### config.mk
export PLATFORM = sky130hd
export DESIGN_NAME = fetch
export DESIGN_NICKNAME = d
export VERILOG_FILES = /design/src/rtl/fetch.sv
export SDC_FILE = /design/constraint.sdc
export NUM_CORES = 1
export LEC_CHECK = 0
export CELL_PAD_IN_SITES_DETAIL_PLACEMENT = 1
export CELL_PAD_IN_SITES_GLOBAL_PLACEMENT = 1
export CORE_ASPECT_RATIO = 1.75
export CORE_MARGIN = 4
export CORE_UTILIZATION = 41
export CTS_CLUSTER_DIAMETER = 40
export DETAILED_ROUTE_END_ITERATION = 12
export PLACE_DENSITY_LB_ADDON = 0.1
export SYNTH_ARGS = -nofsm -noshare
export SYNTH_HDL_FRONTEND = slang
export SYNTH_SLANG_ARGS = --single-unit
### constraint.sdc
create_clock -name clk -period 4.6 [get_ports clk]
set_input_delay 0.92 -clock clk [delete_from_list [all_inputs] [get_ports clk]]
set_output_delay 0.92 -clock clk [all_outputs]
set_load 0.01 [all_outputs]
### src/rtl/fetch.sv
// In-order instruction fetch: drives a one-cycle-latency instruction memory and
// buffers returned words in a 2-entry FIFO feeding decode; redirects flush everything.
module fetch #(
    parameter int              XLEN     = 32,
    parameter logic [XLEN-1:0] RESET_PC = '0
) (
    input  logic            clk,
    input  logic            rst_n,
    output logic            imem_req_valid,
    output logic [XLEN-1:0] imem_addr,
    input  logic [XLEN-1:0] imem_rdata,
    input  logic            redirect_valid,
    input  logic [XLEN-1:0] redirect_pc,
    output logic            valid_out,
    output logic [XLEN-1:0] pc_out,
    output logic [XLEN-1:0] instr_out,
    input  logic            ready_in
);

    logic [XLEN-1:0] pc_q;
    logic            inflight_q;
    logic [XLEN-1:0] inflight_pc_q;
    logic [1:0]      occ;
    logic            rd_ptr;
    logic            wr_ptr;
    logic [XLEN-1:0] fifo_pc    [2];
    logic [XLEN-1:0] fifo_instr [2];

    logic            fire;
    logic            enq;
    logic            issue;
    logic [2:0]      credit;
    logic            unused_redirect_bits;

    assign unused_redirect_bits = ^redirect_pc[1:0];

    // A request is only issued if its data is guaranteed a FIFO slot on return.
    assign fire   = valid_out && ready_in;
    assign enq    = inflight_q && !redirect_valid;
    assign credit = {1'b0, occ} + {2'b00, inflight_q} - {2'b00, fire};
    assign issue  = rst_n && !redirect_valid && (credit < 3'd2);

    assign imem_req_valid = issue;
    assign imem_addr      = pc_q;

    assign valid_out = (occ != 2'd0);
    assign pc_out    = fifo_pc[rd_ptr];
    assign instr_out = fifo_instr[rd_ptr];

    always_ff @(posedge clk or negedge rst_n) begin
        if (!rst_n) begin
            pc_q          <= RESET_PC;
            inflight_q    <= 1'b0;
            inflight_pc_q <= '0;
            occ           <= 2'd0;
            rd_ptr        <= 1'b0;
            wr_ptr        <= 1'b0;
        end else if (redirect_valid) begin
            pc_q       <= {redirect_pc[XLEN-1:2], 2'b00};
            inflight_q <= 1'b0;
            occ        <= 2'd0;
            rd_ptr     <= 1'b0;
            wr_ptr     <= 1'b0;
        end else begin
            inflight_q <= issue;
            if (issue) begin
                inflight_pc_q <= pc_q;
                pc_q          <= pc_q + {{(XLEN-3){1'b0}}, 3'd4};
            end
            if (enq) begin
                wr_ptr <= ~wr_ptr;
            end
            if (fire) begin
                rd_ptr <= ~rd_ptr;
            end
            occ <= occ + {1'b0, enq} - {1'b0, fire};
        end
    end

    // Payload storage needs no reset; it is only observed while valid_out is high.
    always_ff @(posedge clk) begin
        if (enq) begin
            fifo_pc[wr_ptr]    <= inflight_pc_q;
            fifo_instr[wr_ptr] <= imem_rdata;
        end
    end

    always_ff @(posedge clk) begin
        if (rst_n && enq) begin
            assert (occ != 2'd2);
        end
    end

endmodule

### After elaboration in Yosys (flattened, before gate mapping)

Memories as Yosys holds them, arrays and structs flattened.
Cells that the tools add are included.

* bits in registers: 69
* memory bits (writable): 128
* logic and storage cells: 37
* memories kept: 2

Memory list
* fifo_instr: depth 2, width 32, rd ports 1, clocked after Yosys merged registers in 0, wr ports 1, RTL line 27 `logic [XLEN-1:0] fifo_instr [2];`
* fifo_pc: depth 2, width 32, rd ports 1, clocked after Yosys merged registers in 0, wr ports 1, RTL line 26 `logic [XLEN-1:0] fifo_pc [2];`

* add/sub/neg operators: 5
* $lt $le $gt $ge: 1
* mux-type cells: 10
* bitwise gates (word level): 3
* reduce and logical (&&, ||, !) cells: 10

Operator list (count)
* $mux 32: 2
* $add 32x3->32 const B: 1
* $reduce_bool 2->1: 4
* $mux 1: 7
* $logic_and 1x1->1: 4
* $add 2x1->3: 1
* $lt 3x2->1 const B: 1
* $not 1->1: 3
* $sub 3x1->3: 1
* $add 2x1->2: 1
* $mux 2: 1
* $reduce_and 2->1: 1
* $sub 2x1->2: 1
* $logic_not 1->1: 1

### Logic depth before layout (Yosys ltp)

Gate-level depths: netlist (run 1).

* word-level depth: 7
* depth in mapped cells: 13
* depth with buffers taken out: 11

### Worst setup path before layout (run 1)

Ideal clock, no wire load.

* path kind: in2reg
* from: input port redirect_valid
* to: memory fifo_instr[0][0] (enable)
* setup time: 0.482 ns
* arrival time: 4.023 ns
* data required time: 4.118 ns
* setup slack: 0.095 ns
* cell stages on the path: 4
* cells stage by stage: inv_1 > clkbuf_1 > nand2_1 > nor2_1

* cells in the longest elaborated chain, start to end: 4

RTL lines
* start, declared: RTL line 12 `input logic redirect_valid,`
* $logic_not 1->1: RTL line 39 `assign enq = inflight_q && !redirect_valid;`
* $logic_and 1x1->1: RTL line 39
* $mux 1: RTL line 82 `if (enq) begin`
* $mux 1 (not written as such): RTL line 84 `fifo_instr[wr_ptr] <= imem_rdata;`
* end, declared: RTL line 27

No other way between the ends.

### Worst setup path in the final report (run 1)

* from: input port ready_in
* to: output port imem_req_valid

* cells in the longest elaborated chain, start to end: 4

RTL lines
* start, declared: RTL line 17 `input logic ready_in`
* $logic_and 1x1->1: RTL line 38 `assign fire = valid_out && ready_in;`
* $sub 3x1->3: RTL line 40 `assign credit = {1'b0, occ} + {2'b00, inflight_q} - {2'b00, fire};`
* $lt 3x2->1: RTL line 41 `assign issue = rst_n && !redirect_valid && (credit < 3'd2);`
* $logic_and 1x1->1: RTL line 41
* end, declared: RTL line 9 `output logic imem_req_valid,`

No other way between the ends.

==> results of run 1 <==
path summary, 6_finish.rpt:
check                           slack (ns)              to  depth (start not counted)         startpoint
min in group asynchronous             0.69          occ[1]                          2              rst_n
worst min-delay path                  0.47  fifo_pc[1][27]                          0  inflight_pc_q[27]
max in group asynchronous             3.32          rd_ptr                          2              rst_n
worst max register to register        1.29    imem_addr[6]                         12             occ[1]
worst min register to register        0.47  fifo_pc[1][27]                          0  inflight_pc_q[27]
worst max-delay path                  0.19  imem_req_valid                          9           ready_in
power by group:
group	switching, W	internal [W]
clock	0.000599	0.000792
combinational	0.000767	0.000826
sequential	0.000289	0.00221
layer usage:
metal / vias up / global-route usage (%)
met5: - / 0
li1: 2371 / -
met3: 18 / 3.596
met4: 0 / 6.604
met1: 2463 / 21.76
met2: 128 / 29.88
logic make-up after synthesis:
kind of cell               after synthesis  synth area share, %
muxes                                   64                9.294
other                                    1              0.04853
adders and majority gates                4               0.7449
DFF                                    189                69.24
buffers and inverters                   37                2.412
xor gates and xnor gates                 7               0.7934
AOI/OAI and AO/OA                       57                5.230
and+or+nand+nor                        205                12.24
sequential cells by signal, summed over array words and instances, names as in the netlist:
register and count:
occ 2, wr_ptr 1, inflight_q 1, fifo_instr 64
imem_addr 30, fifo_pc 60, rd_ptr 1, inflight_pc_q 30
area by class of cell:
class	count	area (um2)
fill	1898	8456
tap	238	297.8
clock buffer	19	432.9
inverter	8	31.28
multi-input combinational	341	2212
clock inverter	13	125.1
sequential	189	5351
timing repair buffer	169	1674
layout by cell type (no fill, tap or decap), types with 3 or more instances in the layout:
cell type          n
inv_1              7
ha_1               3
o21ai_0           17
a221o_1            8
mux2_2            62
a21oi_1            5
o211ai_1          11
conb_1             4
nor4_1             4
clkinv_4           3
nor2_1            20
clkinv_1           5
nor3_1             5
nand4_1            7
nand3_1           17
edfxtp_1         124
clkdlybuf4s50_1  158
buf_4              9
a32oi_1            3
dfrtp_1           64
xor2_1             4
and3_1             5
xnor2_1            3
o311ai_1           5
nor2b_1            3
nand2_1          123
clkbuf_16         17
stage by stage:
stage	setup slack [ns]	hold WS [ns]	std cells	power (W)
finish	0.1869	0.4702	977	0.005485
floorplan	0.09505	0.4419	567	0.003357
global placement	0.1776	0.4539	945	0.004104
CTS	0.1554	0.4732	977	0.005576
detailed placement	0.1560	0.4581	945	0.004163
global route	0.02854	0.4982	977	0.005825
worst max-delay path, stage by stage:
cell and delay (ns):
clkdlybuf4s50_1 0.48, nand2_1 0.10, nor2_1 0.18, o21ai_0 0.14, fa_1 0.39, xor2_1 0.18, or3_2 0.49, clkinv_2 0.07
clkdlybuf4s50_1 0.56
==> results.tsv, run 1 <==
metric	value	unit
final estimated routing congestion in global placement	0.8103	
IO Port Bufs	159	
H-Tree Level Count	4	
number of antenna repair diodes	0	
fraction of registers with async set or reset after synthesis	34.39	%
register area share after synthesis	69.24	%
layout cell share with drive strength beyond 1	15.70	%
Cell variety after synth	52	
worst setup skew after layout	0.009152	ns
total negative setup slack	0	ns
synthesized instance count	564	
end-of-flow core utilization	54.49	%
max-cap violation count	0	
startpoint kind of the worst setup timing path	input pin	
area share of the largest cell type after synthesis	48.19	%
DRT Pass-1 Iters	5	
count of nets after finishing	798	
Most used DFF post-synth	edfxtp_1	
Core ar.	18580	um2
Worst Path Arrival	3.49	ns
Peak supply drop	0.3711	mV
category of the critical setup timing path	input pin to output pin	
Period Utilization, post-route	95.94	%
number of buffers inserted to repair setup after CTS	0	
clk sinks	189	
Hold Fails Final Rpt	0	
Final HPWL DP	12.37	mm
CTS tree	done	
ranking of synthesized cells by instance count	edfxtp_1 (124), nand2_1 (123), dfrtp_1 (65)	
die width	111.8	um
number of max-slew violations in the final report	0	
vias post-DR	4980	
clock slew at reported path FFs	0.06	ns
placement-stage cell area	9567	um2
area of the die	21190	um2
Yosys warning count	0	
vias per cell	5.097	
type of element capturing the critical path	output pin	
initial DRC count	255	
number of antenna violations at the first check in global routing	0	
vias in the first global route	5528	
Global Route Usage Sum	17.45	%
clock insertion delay at the later pin of the skew report	0.42	ns
wire length after detailed routing	17.82	mm
Layout Area Growth over Synthesis	31.02	%
cell area after synthesis	7727	um2
wire length of the first global-routing pass	29.44	mm
setup repair after global routing missed its margin	no	
maximum achievable frequency	226.6	MHz
die span in y	189.6	um
Congestion Overflow GR	0	
highest signal layer in the routed design	met4	
number of routed nets with antenna violations	0	
Tmin final	4.413	ns
most used standard cell by instance count after synthesis	edfxtp_1	
Setup Viol. Count Final	0	
static leakage	3.796	nW
data required time at the worst endpoint	3.68	ns
maximum net fanout on the critical path	3	
Slew Limit Headroom	43.67	%
count of instances resized after the clock tree is built	0	
Hold Buf Count CTS	0	
min-delay worst type	flip-flop to flip-flop	
Post-Route M1 WL	7.445	mm
synthesized flop and latch total	189	
cell area power density	541.8	nW/um2
wire length on met3	721	um
synthesized area per cell	13.70	um2
top cell type by total area after synthesis	edfxtp_1	
DR WL/cell	18.24	um
count of flip-flops with a built-in enable after synthesis	124	
transition time of the tightest slew-check pin	0.8449	ns
ranking of synthesized cells by area	edfxtp_1 (48%), dfrtp_1 (21%), mux2_2 (9.0%)	
outcome	finished, final reports clean	
CTS max path bufs	2	
root buf cell	clkbuf_16	
clock buffer count from CTS	17	
FP Rows	66	
starting density of the core	41.59	%
met2 WL	9.314	mm
Design Area, Final	10120	um2
largest net degree at the start of global routing	66	
I/O pin count	166	
final routed DRC violation total	0	
(Power assumes the default switching activity.)
==> run 2, diff against run 1 <==
--- a/config.mk
+++ b/config.mk
@@ -7,7 +7,7 @@
 export LEC_CHECK = 0
 export CELL_PAD_IN_SITES_DETAIL_PLACEMENT = 1
 export CELL_PAD_IN_SITES_GLOBAL_PLACEMENT = 1
-export CORE_ASPECT_RATIO = 1.75
+export CORE_ASPECT_RATIO = 1.2
 export CORE_MARGIN = 4
 export CORE_UTILIZATION = 41
 export CTS_CLUSTER_DIAMETER = 40
==> run 2 against run 1 <==
Net effect: die area shrank 0.36%; sequential share of layout area shrank 0.34 points; utilization grew 0.96 points; largest power group unchanged; hold slack is essentially flat; critical path type unchanged; combinational power is essentially flat; largest cell class unchanged; register-to-register slack is essentially flat; clock-buffer cell count grew 6.
==> results.tsv, run 2 (synthesized netlist as in run 1, its figures left out) <==
metric	value	unit	change
Core ar.	18380	um2	-1.1%
Final HPWL DP	12.64	mm	+2.1%
worst slack at placement	0.1361	ns	-0.01992 ns
flip-flop count of the largest register after layout	64		unchanged
max-cap violation count	0		unchanged
startpoint kind of the worst setup timing path	input pin		
category of the critical setup timing path	input pin to output pin		
vias post-DR	5053		+1.5%
number of routed nets with antenna violations	0		unchanged
reg-to-reg endpoint	imem_addr[6]		
maximum achievable frequency	227.4	MHz	+0.34%
Setup Viol. Count Final	0		unchanged
H-Tree Level Count	4		unchanged
DRT Pass-1 Iters	4		-1
Tmin final	4.398	ns	-0.01500 ns
setup repair after global routing missed its margin	no		
cell area power density	547.2	nW/um2	+1.0%
IO Port Bufs	159		unchanged
transition time of the tightest slew-check pin	0.8981	ns	+0.05312 ns
die width	133.3	um	+19%
DR WL/cell	18.74	um	+2.8%
root buf cell	clkbuf_16		
area of the die	21120	um2	-0.36%
Reg-to-Reg Start	occ[1]		
Global Route Usage Sum	18.32	%	+0.87 points
Worst Path Arrival	3.48	ns	about the same
data required time at the worst endpoint	3.68	ns	about the same
Peak supply drop	0.3556	mV	-4.2%
number of antenna violations at the first check in global routing	0		unchanged
layout cell share with drive strength beyond 1	16.24	%	+0.54 points
Hold Buf Count CTS	0		unchanged
clock insertion delay at the later pin of the skew report	0.42	ns	about the same
number of max-slew violations in the final report	0		unchanged
total power	0.005577	W	+1.7%
Cell Count Post-Placement	959		+1.5%
area of the multi-input gates	2215	um2	+0.11%
largest net degree at the start of global routing	66		unchanged
setup slack of the worst register-to-register path	1.28	ns	about the same
worst setup skew after layout	0.01176	ns	+0.002610 ns
wire length after detailed routing	18.58	mm	+4.3%
area occupied by registers	5351	um2	unchanged
clock slew at reported path FFs	0.06	ns	about the same
most frequent standard cell in the layout excluding fill and tap cells	clkdlybuf4s50_1		
total negative setup slack	0	ns	unchanged
dominant cell type by count on the critical path	clkdlybuf4s50_1		
I/O pin count	166		unchanged
count of non-filler cells in the finished layout	991		+1.4%
number of buffers inserted to repair setup after CTS	0		unchanged
starting density of the core	42.05	%	+0.46 points
vias in the first global route	5640		+2.0%
wire length of the first global-routing pass	30.35	mm	+3.1%
Hold Startpoint	inflight_pc_q[27]		
Congestion Overflow GR	0		unchanged
CTS max path bufs	2		unchanged
maximum net fanout on the critical path	3		unchanged
Slew Limit Headroom	40.13	%	-3.5 points
Period Utilization, post-route	95.61	%	-0.33 points
vias per cell	5.099		about the same
most frequent cells in the layout	clkdlybuf4s50_1 (158), edfxtp_1 (124), nand2_1 (123)		
number of antenna repair diodes	0		unchanged
filler instances	1859		-2.1%
top register by number of flip-flops	fifo_instr		
registers with the highest flip-flop counts	fifo_instr: 64 flops, fifo_pc: 60 flops		
final estimated routing congestion in global placement	0.8119		+0.20%
peak per-stage delay on the critical path	0.53	ns	-0.03 ns
Layout Area Growth over Synthesis	31.88	%	
outcome	finished, final reports clean		
critical-path cell list	clkdlybuf4s50_1, nand2_1, nor2_2, o21ai_0, fa_1, xor2_1, or3_2, clkinv_2, clkdlybuf4s50_1		
Hold Fails Final Rpt	0		unchanged
initial DRC count	214		-16%
Hold Path Depth	0		unchanged
type of element capturing the critical path	output pin		
critical path's slowest cell	clkdlybuf4s50_1		
count of nets after finishing	798		unchanged
FP Rows	54		-18%
count of instances resized after the clock tree is built	0		unchanged
min-delay worst type	flip-flop to flip-flop		
static leakage	3.828	nW	+0.82%
WHS Endpoint	fifo_pc[1][27]		
die span in y	158.4	um	-16%
post-route worst setup slack	0.2019	ns	+0.01500 ns
clock buffer count from CTS	17		unchanged
CTS tree	done		
end-of-flow core utilization	55.45	%	+0.96 points
depth of the worst register-to-register path	12		unchanged
clk sinks	189		unchanged
final routed DRC violation total	0		unchanged
==> run 2: how the worst max path moves through the flow <==
stage                     slack, ns          endpoint  depth (start not counted)           start
after floorplan                 0.1  fifo_instr[0][0]                          4  redirect_valid
after global placement         0.21    imem_req_valid                          9        ready_in
after detailed placement       0.14    imem_req_valid                          9        ready_in
after CTS                      0.13    imem_req_valid                          9        ready_in
after global routing           0.07    imem_req_valid                          9        ready_in
final                          0.20    imem_req_valid                          9        ready_in
==> run 2: through the flow <==
stage / cell area [um2] / hold slack (ns)
after floorplan: 7739 / 0.4419
after CTS: 10190 / 0.4752
final: 10190 / 0.4706
after global routing: 10190 / 0.4926
after global placement: 9597 / 0.4504
after detailed placement: 9597 / 0.4626
==> run 2: report_power, final <==
group	switching, W	internal, W	total [W]
clock network	0.000608	0.000846	0.00145
logic	0.000784	0.000828	0.00161
registers	0.000300	0.00221	0.00251
==> run 2: routing by layer <==
layer	share of wire (%)	GRT usage, %
met5	0	0
met4	0.95	4.802
met3	4.5	3.887
met2	50	30.95
met1	45	24.36
==> run 2: final cells by class <==
| type | count | share of cell area (%) |
|---|---|---|
| sequential | 189 | 52.51 |
| multi-input combinational | 341 | 21.73 |
| timing repair buffer | 169 | 16.55 |
| clock buffer | 25 | 5.083 |
| tap | 252 | 3.094 |
| clock inverter | 7 | 0.7244 |
| inverter | 8 | 0.3069 |
==> run 2: critical path: cells and delay by family <==
family / cells / cell delay (ns)
AO/OA/AOI/OAI: 1 / 0.13
XOR/XNOR: 1 / 0.18
adder cells (fa/ha/maj): 1 / 0.39
buffers and inverters: 3 / 1.09
AND/OR/NAND/NOR: 3 / 0.77
==> run 3, diff against run 2 <==
--- a/config.mk
+++ b/config.mk
@@ -9,10 +9,11 @@
 export CELL_PAD_IN_SITES_GLOBAL_PLACEMENT = 1
 export CORE_ASPECT_RATIO = 1.2
 export CORE_MARGIN = 4
-export CORE_UTILIZATION = 41
+export CORE_UTILIZATION = 44
 export CTS_CLUSTER_DIAMETER = 40
 export DETAILED_ROUTE_END_ITERATION = 12
 export PLACE_DENSITY_LB_ADDON = 0.1
+export REMOVE_ABC_BUFFERS = 1
 export SYNTH_ARGS = -nofsm -noshare
 export SYNTH_HDL_FRONTEND = slang
 export SYNTH_SLANG_ARGS = --single-unit
==> constraint.sdc (replaced) <==
create_clock -name clk -period 5.3 [get_ports clk]
set_input_delay 1.06 -clock clk [delete_from_list [all_inputs] [get_ports clk]]
set_output_delay 1.06 -clock clk [all_outputs]
set_load 0.01 [all_outputs]
==> run 3 against run 2 <==
Net effect: total power down 15%; global-route usage increased by 2.2 points; critical path depth is the same; non-clock buffer count is 1 lower; sequential cell count unchanged; clock skew fell by 0.0032 ns; hold slack worse by 0.00064 ns; first-iteration DRC count is 44% higher; worst setup slack improved by 0.38 ns; largest power group unchanged.
==> results.tsv, run 3 (synthesized netlist as in run 1, its figures left out) <==
metric	value	unit	change
startpoint kind of the worst setup timing path	input pin		
min-delay worst type	flip-flop to flip-flop		
initial DRC count	308		+44%
most frequent cells in the layout	clkdlybuf4s50_1 (158), edfxtp_1 (124), nand2_1 (123)		
number of buffers inserted to repair setup after CTS	0		unchanged
Worst Path Arrival	3.66	ns	+0.18 ns
total negative setup slack	0	ns	unchanged
final estimated routing congestion in global placement	0.7519		-7.4%
largest net degree at the start of global routing	66		unchanged
DR WL/cell	20.18	um	+7.7%
Hold Buf Count CTS	0		unchanged
top register by number of flip-flops	fifo_instr		
clock slew at reported path FFs	0.06	ns	about the same
type of element capturing the critical path	output pin		
Cell Count Post-Placement	922		-3.9%
count of nets after finishing	797		-0.13%
number of routed nets with antenna violations	0		unchanged
vias per cell	5.356		+5.0%
end-of-flow core utilization	59.01	%	+3.6 points
IO Port Bufs	159		unchanged
root buf cell	clkbuf_16		
maximum net fanout on the critical path	3		unchanged
H-Tree Level Count	4		unchanged
registers with the highest flip-flop counts	fifo_instr: 64 flops, fifo_pc: 60 flops		
Tmin final	4.722	ns	
clk sinks	189		unchanged
total power	0.004737	W	-15%
number of max-slew violations in the final report	0		unchanged
CTS tree	done		
final routed DRC violation total	0		unchanged
Core ar.	17050	um2	-7.2%
outcome	finished, final reports clean		
number of antenna repair diodes	0		unchanged
die span in y	153.2	um	-3.3%
Final HPWL DP	12.75	mm	+0.93%
count of instances resized after the clock tree is built	0		unchanged
DRT Pass-1 Iters	5		+1
vias post-DR	5104		+1.0%
setup repair after global routing missed its margin	no		
Global Route Usage Sum	20.49	%	+2.2 points
clock insertion delay at the later pin of the skew report	0.43	ns	about the same
area of the die	19760	um2	-6.5%
most frequent standard cell in the layout excluding fill and tap cells	clkdlybuf4s50_1		
transition time of the tightest slew-check pin	0.9681	ns	+0.06998 ns
Congestion Overflow GR	0		unchanged
CTS max path bufs	2		unchanged
category of the critical setup timing path	input pin to output pin		
maximum achievable frequency	211.8	MHz	
data required time at the worst endpoint	4.24	ns	+0.56 ns
cell area power density	471.0	nW/um2	-14%
Layout Area Growth over Synthesis	30.17	%	
vias in the first global route	5659		+0.34%
I/O pin count	166		unchanged
number of antenna violations at the first check in global routing	0		unchanged
Setup Viol. Count Final	0		unchanged
Period Utilization, post-route	89.10	%	
static leakage	3.786	nW	-1.1%
wire length of the first global-routing pass	31.48	mm	+3.7%
worst setup skew after layout	0.008584	ns	-0.003178 ns
post-route worst setup slack	0.5777	ns	+0.3758 ns
Slew Limit Headroom	35.46	%	-4.7 points
worst slack at placement	0.5569	ns	+0.4208 ns
wire length after detailed routing	19.24	mm	+3.5%
layout cell share with drive strength beyond 1	16.15	%	-0.092 points
starting density of the core	45.33	%	+3.3 points
count of non-filler cells in the finished layout	953		-3.8%
Peak supply drop	0.6441	mV	+81%
clock buffer count from CTS	17		unchanged
flip-flop count of the largest register after layout	64		unchanged
Hold Fails Final Rpt	0		unchanged
max-cap violation count	0		unchanged
filler instances	1702		-8.4%
FP Rows	52		-3.7%
die width	129.0	um	-3.3%
run 3: changes by cell type in the layout (fill, tap and decap cells not counted), moves of 2 or more:
| cell | delta |
|---|---|
| clkbuf_1 | -4 |
| inv_4 | -2 |
| clkinv_1 | +2 |
| clkbuf_16 | -2 |
| clkinv_2 | +4 |
| clkbuf_8 | -2 |
run 3: cell type report:
type                            count  area (um2)  share of cell area [%]
Sequential cell                   189        5351                   53.20
Multi-Input combinational cell    341        2216                   22.03
Timing Repair Buffer              168        1669                   16.59
Clock buffer                       17       425.4                   4.229
Tap cell                          216       270.3                   2.687
Clock inverter                     14       95.09                  0.9454
Inverter                            8       31.28                  0.3110
run 3: power breakdown:
group	internal (W)	switching, W	leakage (nW)
Sequential	0.00192	0.000255	1.94
Clock	0.000598	0.000556	0.260
Combinational	0.000719	0.000690	1.59
Total	0.00324	0.00150	3.79
run 3: worst max-delay path, cell delays in order:
cell and delay (ns):
clkdlybuf4s50_1 0.50, nand2_1 0.11, nor2_1 0.18, o21ai_0 0.14
fa_1 0.38, xor2_1 0.19, or3_2 0.50, clkinv_2 0.07
clkdlybuf4s50_1 0.53
run 3: final timing paths:
kind,from,to,slack [ns],cells after the start
setup / recovery,ready_in,imem_req_valid,0.58,9
max in group asynchronous,rst_n,rd_ptr,3.84,2
hold / removal,inflight_pc_q[24],fifo_pc[1][24],0.47,0
min in group asynchronous,rst_n,inflight_pc_q[25],0.84,2
setup reg to reg,occ[1],imem_addr[6],1.88,12
hold reg to reg,inflight_pc_q[24],fifo_pc[1][24],0.47,0
run 3: metrics by stage:
stage / hold slack, ns / instance area, um2
after floorplan: 0.4419 / 7584
after global placement: 0.4481 / 9538
after detailed placement: 0.4565 / 9538
after CTS: 0.4722 / 10060
after global routing: 0.4877 / 10060
final: 0.4699 / 10060
run 3: per-layer routing:
metal	vias to the layer above	GRT usage [%]	part of all wire, %
li1	2371	-	-
met1	2581	26.14	41
met2	135	35.05	53
met3	17	5.026	4.8
met4	0	5.003	1.0
met5	-	0	0
==> patch, RTL diff (settings of run 3) <==
Set the parameter `XLEN` to 64 (it was 32).
--- a/src/rtl/fetch.sv
+++ b/src/rtl/fetch.sv
@@ -1,7 +1,7 @@
 // In-order instruction fetch: drives a one-cycle-latency instruction memory and
 // buffers returned words in a 2-entry FIFO feeding decode; redirects flush everything.
 module fetch #(
-    parameter int              XLEN     = 32,
+    parameter int              XLEN     = 64,
     parameter logic [XLEN-1:0] RESET_PC = '0
 ) (
     input  logic            clk,
Ports: changed (5 resized); port bits go from 166 to 326. The function was not compared with the original's and may differ.
==> patch against run 3 <==
  * Worst setup slack improved by 39 ps
  * Sequential cell count rose by 192
  * Final cell count rose by 95%
  * Power rose by 96%
  * Sequential share of layout area fell by 1.4 points
  * Design area rose by 110%
  * Area after synthesis rose by 100%
  * Register-to-register slack got worse by 60 ps
  * Wire length rose by 120%
  * Via count rose by 93%
  * Sequential power rose by 90%
==> patch: results (changes against run 3) <==
metric,value,unit,change
status,finished clean,,unchanged
viasPerCell,5.32,,was 5.36
top_regs,"fifo_instr x128, fifo_pc x124",,"was fifo_instr x64, fifo_pc x60"
netlist_top_cells_area,"edfxtp_1, dfrtp_1, mux2_2, nand2_1, nor2_1",,"was edfxtp_1, dfrtp_1, mux2_2, nand2_1, nand3_1"
maxUsedRoutingLayer,met5,,was met4
post-place-ws,585,ps,was 557 ps
drt_first_pass_iters,4,,was 5
wl_met2,21300,um,"was 10,200 um"
drive_gt1_share,22.1,%,was 16.1%
arrival,3620,ps,was 3660 ps
grt_antenna_before_repair,4,,was 0
h-tree-depth,2,,was 4
drt-met1-wl,16900,um,was 7920 um
fin_nets,1489,,was 797
ys_async_sr_fraction,33.9,%,was 34.4%
wl,41500,um,"was 19,200 um"
cpPeakStageDelay,620,ps,was 530 ps
power_leakage,7.33,nW,was 3.79 nW
cts_made_buffers,47,,was 17
met3_wirelength,2500,um,was 927 um
met3_usage,5.29,%,was 5.03%
initialDrtViolationCount,540,,was 308
io_buffer_count,319,,was 159
yosysSeqAreaShare,69.5,%,was 69.2%
hpwlAfterDp,28100,um,"was 12,800 um"
grtUsageMet2,37.4,%,was 35.1%
cp_max_fo,6,,was 3
ys_types,48,,was 52
grt_pass1_vias,10800,,"was 5,659"
syn_inst,1015,,was 564
grt.met1_usage,26.2,%,was 26.1%
hp-class,input port to async pin,,was flip-flop to flip-flop
place_congestion,0.775,,was 0.752
clockBufferDepth,3,,was 2
synth_common_cells,"edfxtp_1, mux2_2, dfrtp_1, nand2_1, nor2_1",,"was edfxtp_1, nand2_1, dfrtp_1, mux2_2, nor2_1"
fin_skew,10.7,ps,was 8.58 ps
multi_input_area,4540,um^2,was 2220 um^2
grt_max_degree,104,,was 66
grt_pass1_wl,63500,um,"was 31,500 um"
vdd_drop_max,0.304,mV,was 0.644 mV
max_slew_margin,29.2,%,was 35.5%
fillers,3302,,"was 1,702"
patch: final cells by class:
cell class,count,area share [%]
flip-flops and latches,381,51.8
repair buffers,333,15.9
inverters,9,0.162
clock inverters,30,1.26
clock buffers,57,6.22
diodes,1,0.0120
well taps,462,2.78
multi-input cells,581,21.8
patch: cell families (layout without fill, tap and decap cells):
| kind of cell | Yosys count | in the layout | synth area share (%) |
|---|---|---|---|
| DFF | 381 | 381 | 69.5 |
| AOI/OAI and AO/OA | 93 | 93 | 3.71 |
| buffers and inverters | 56 | 429 | 1.46 |
| muxes | 192 | 192 | 13.9 |
| xor gates and xnor gates | 32 | 32 | 1.80 |
| adders and majority gates | 4 | 4 | 0.371 |
| other | 1 | 5 | 0.0241 |
| and+or+nand+nor | 256 | 256 | 9.22 |
patch: final timing paths:
| check | end | slack (ps) | cells past startpoint |
|---|---|---|---|
| worst max-delay path | imem_req_valid | 620 | 8 |
| worst min-delay path | inflight_pc_q[13]$_DFFE_PN0P_ | 380 | 1 |
| worst min register to register | fifo_pc[1][59]$_DFFE_PP_ | 470 | 0 |
| min in group clk | fifo_pc[1][59]$_DFFE_PP_ | 470 | 0 |
| max in group asynchronous | rd_ptr$_DFFE_PN0P_ | 3770 | 2 |
| worst max register to register | imem_addr[38]$_DFFE_PN0P_ | 1820 | 10 |
patch: power breakdown:
part | switching (mW) | total [mW] | internal, mW
Sequential | 0.358 | 4.13 | 3.77
Clock | 1.25 | 3.12 | 1.87
Combinational | 0.883 | 2.02 | 1.14
Total | 2.50 | 9.27 | 6.78
patch: per-stage QoR:
stage               TNS, ps  hold WS [ps]
floorplan           -427640           438
global placement          0           444
detailed placement        0           456
CTS                       0           368
global route              0           375
finish                    0           384
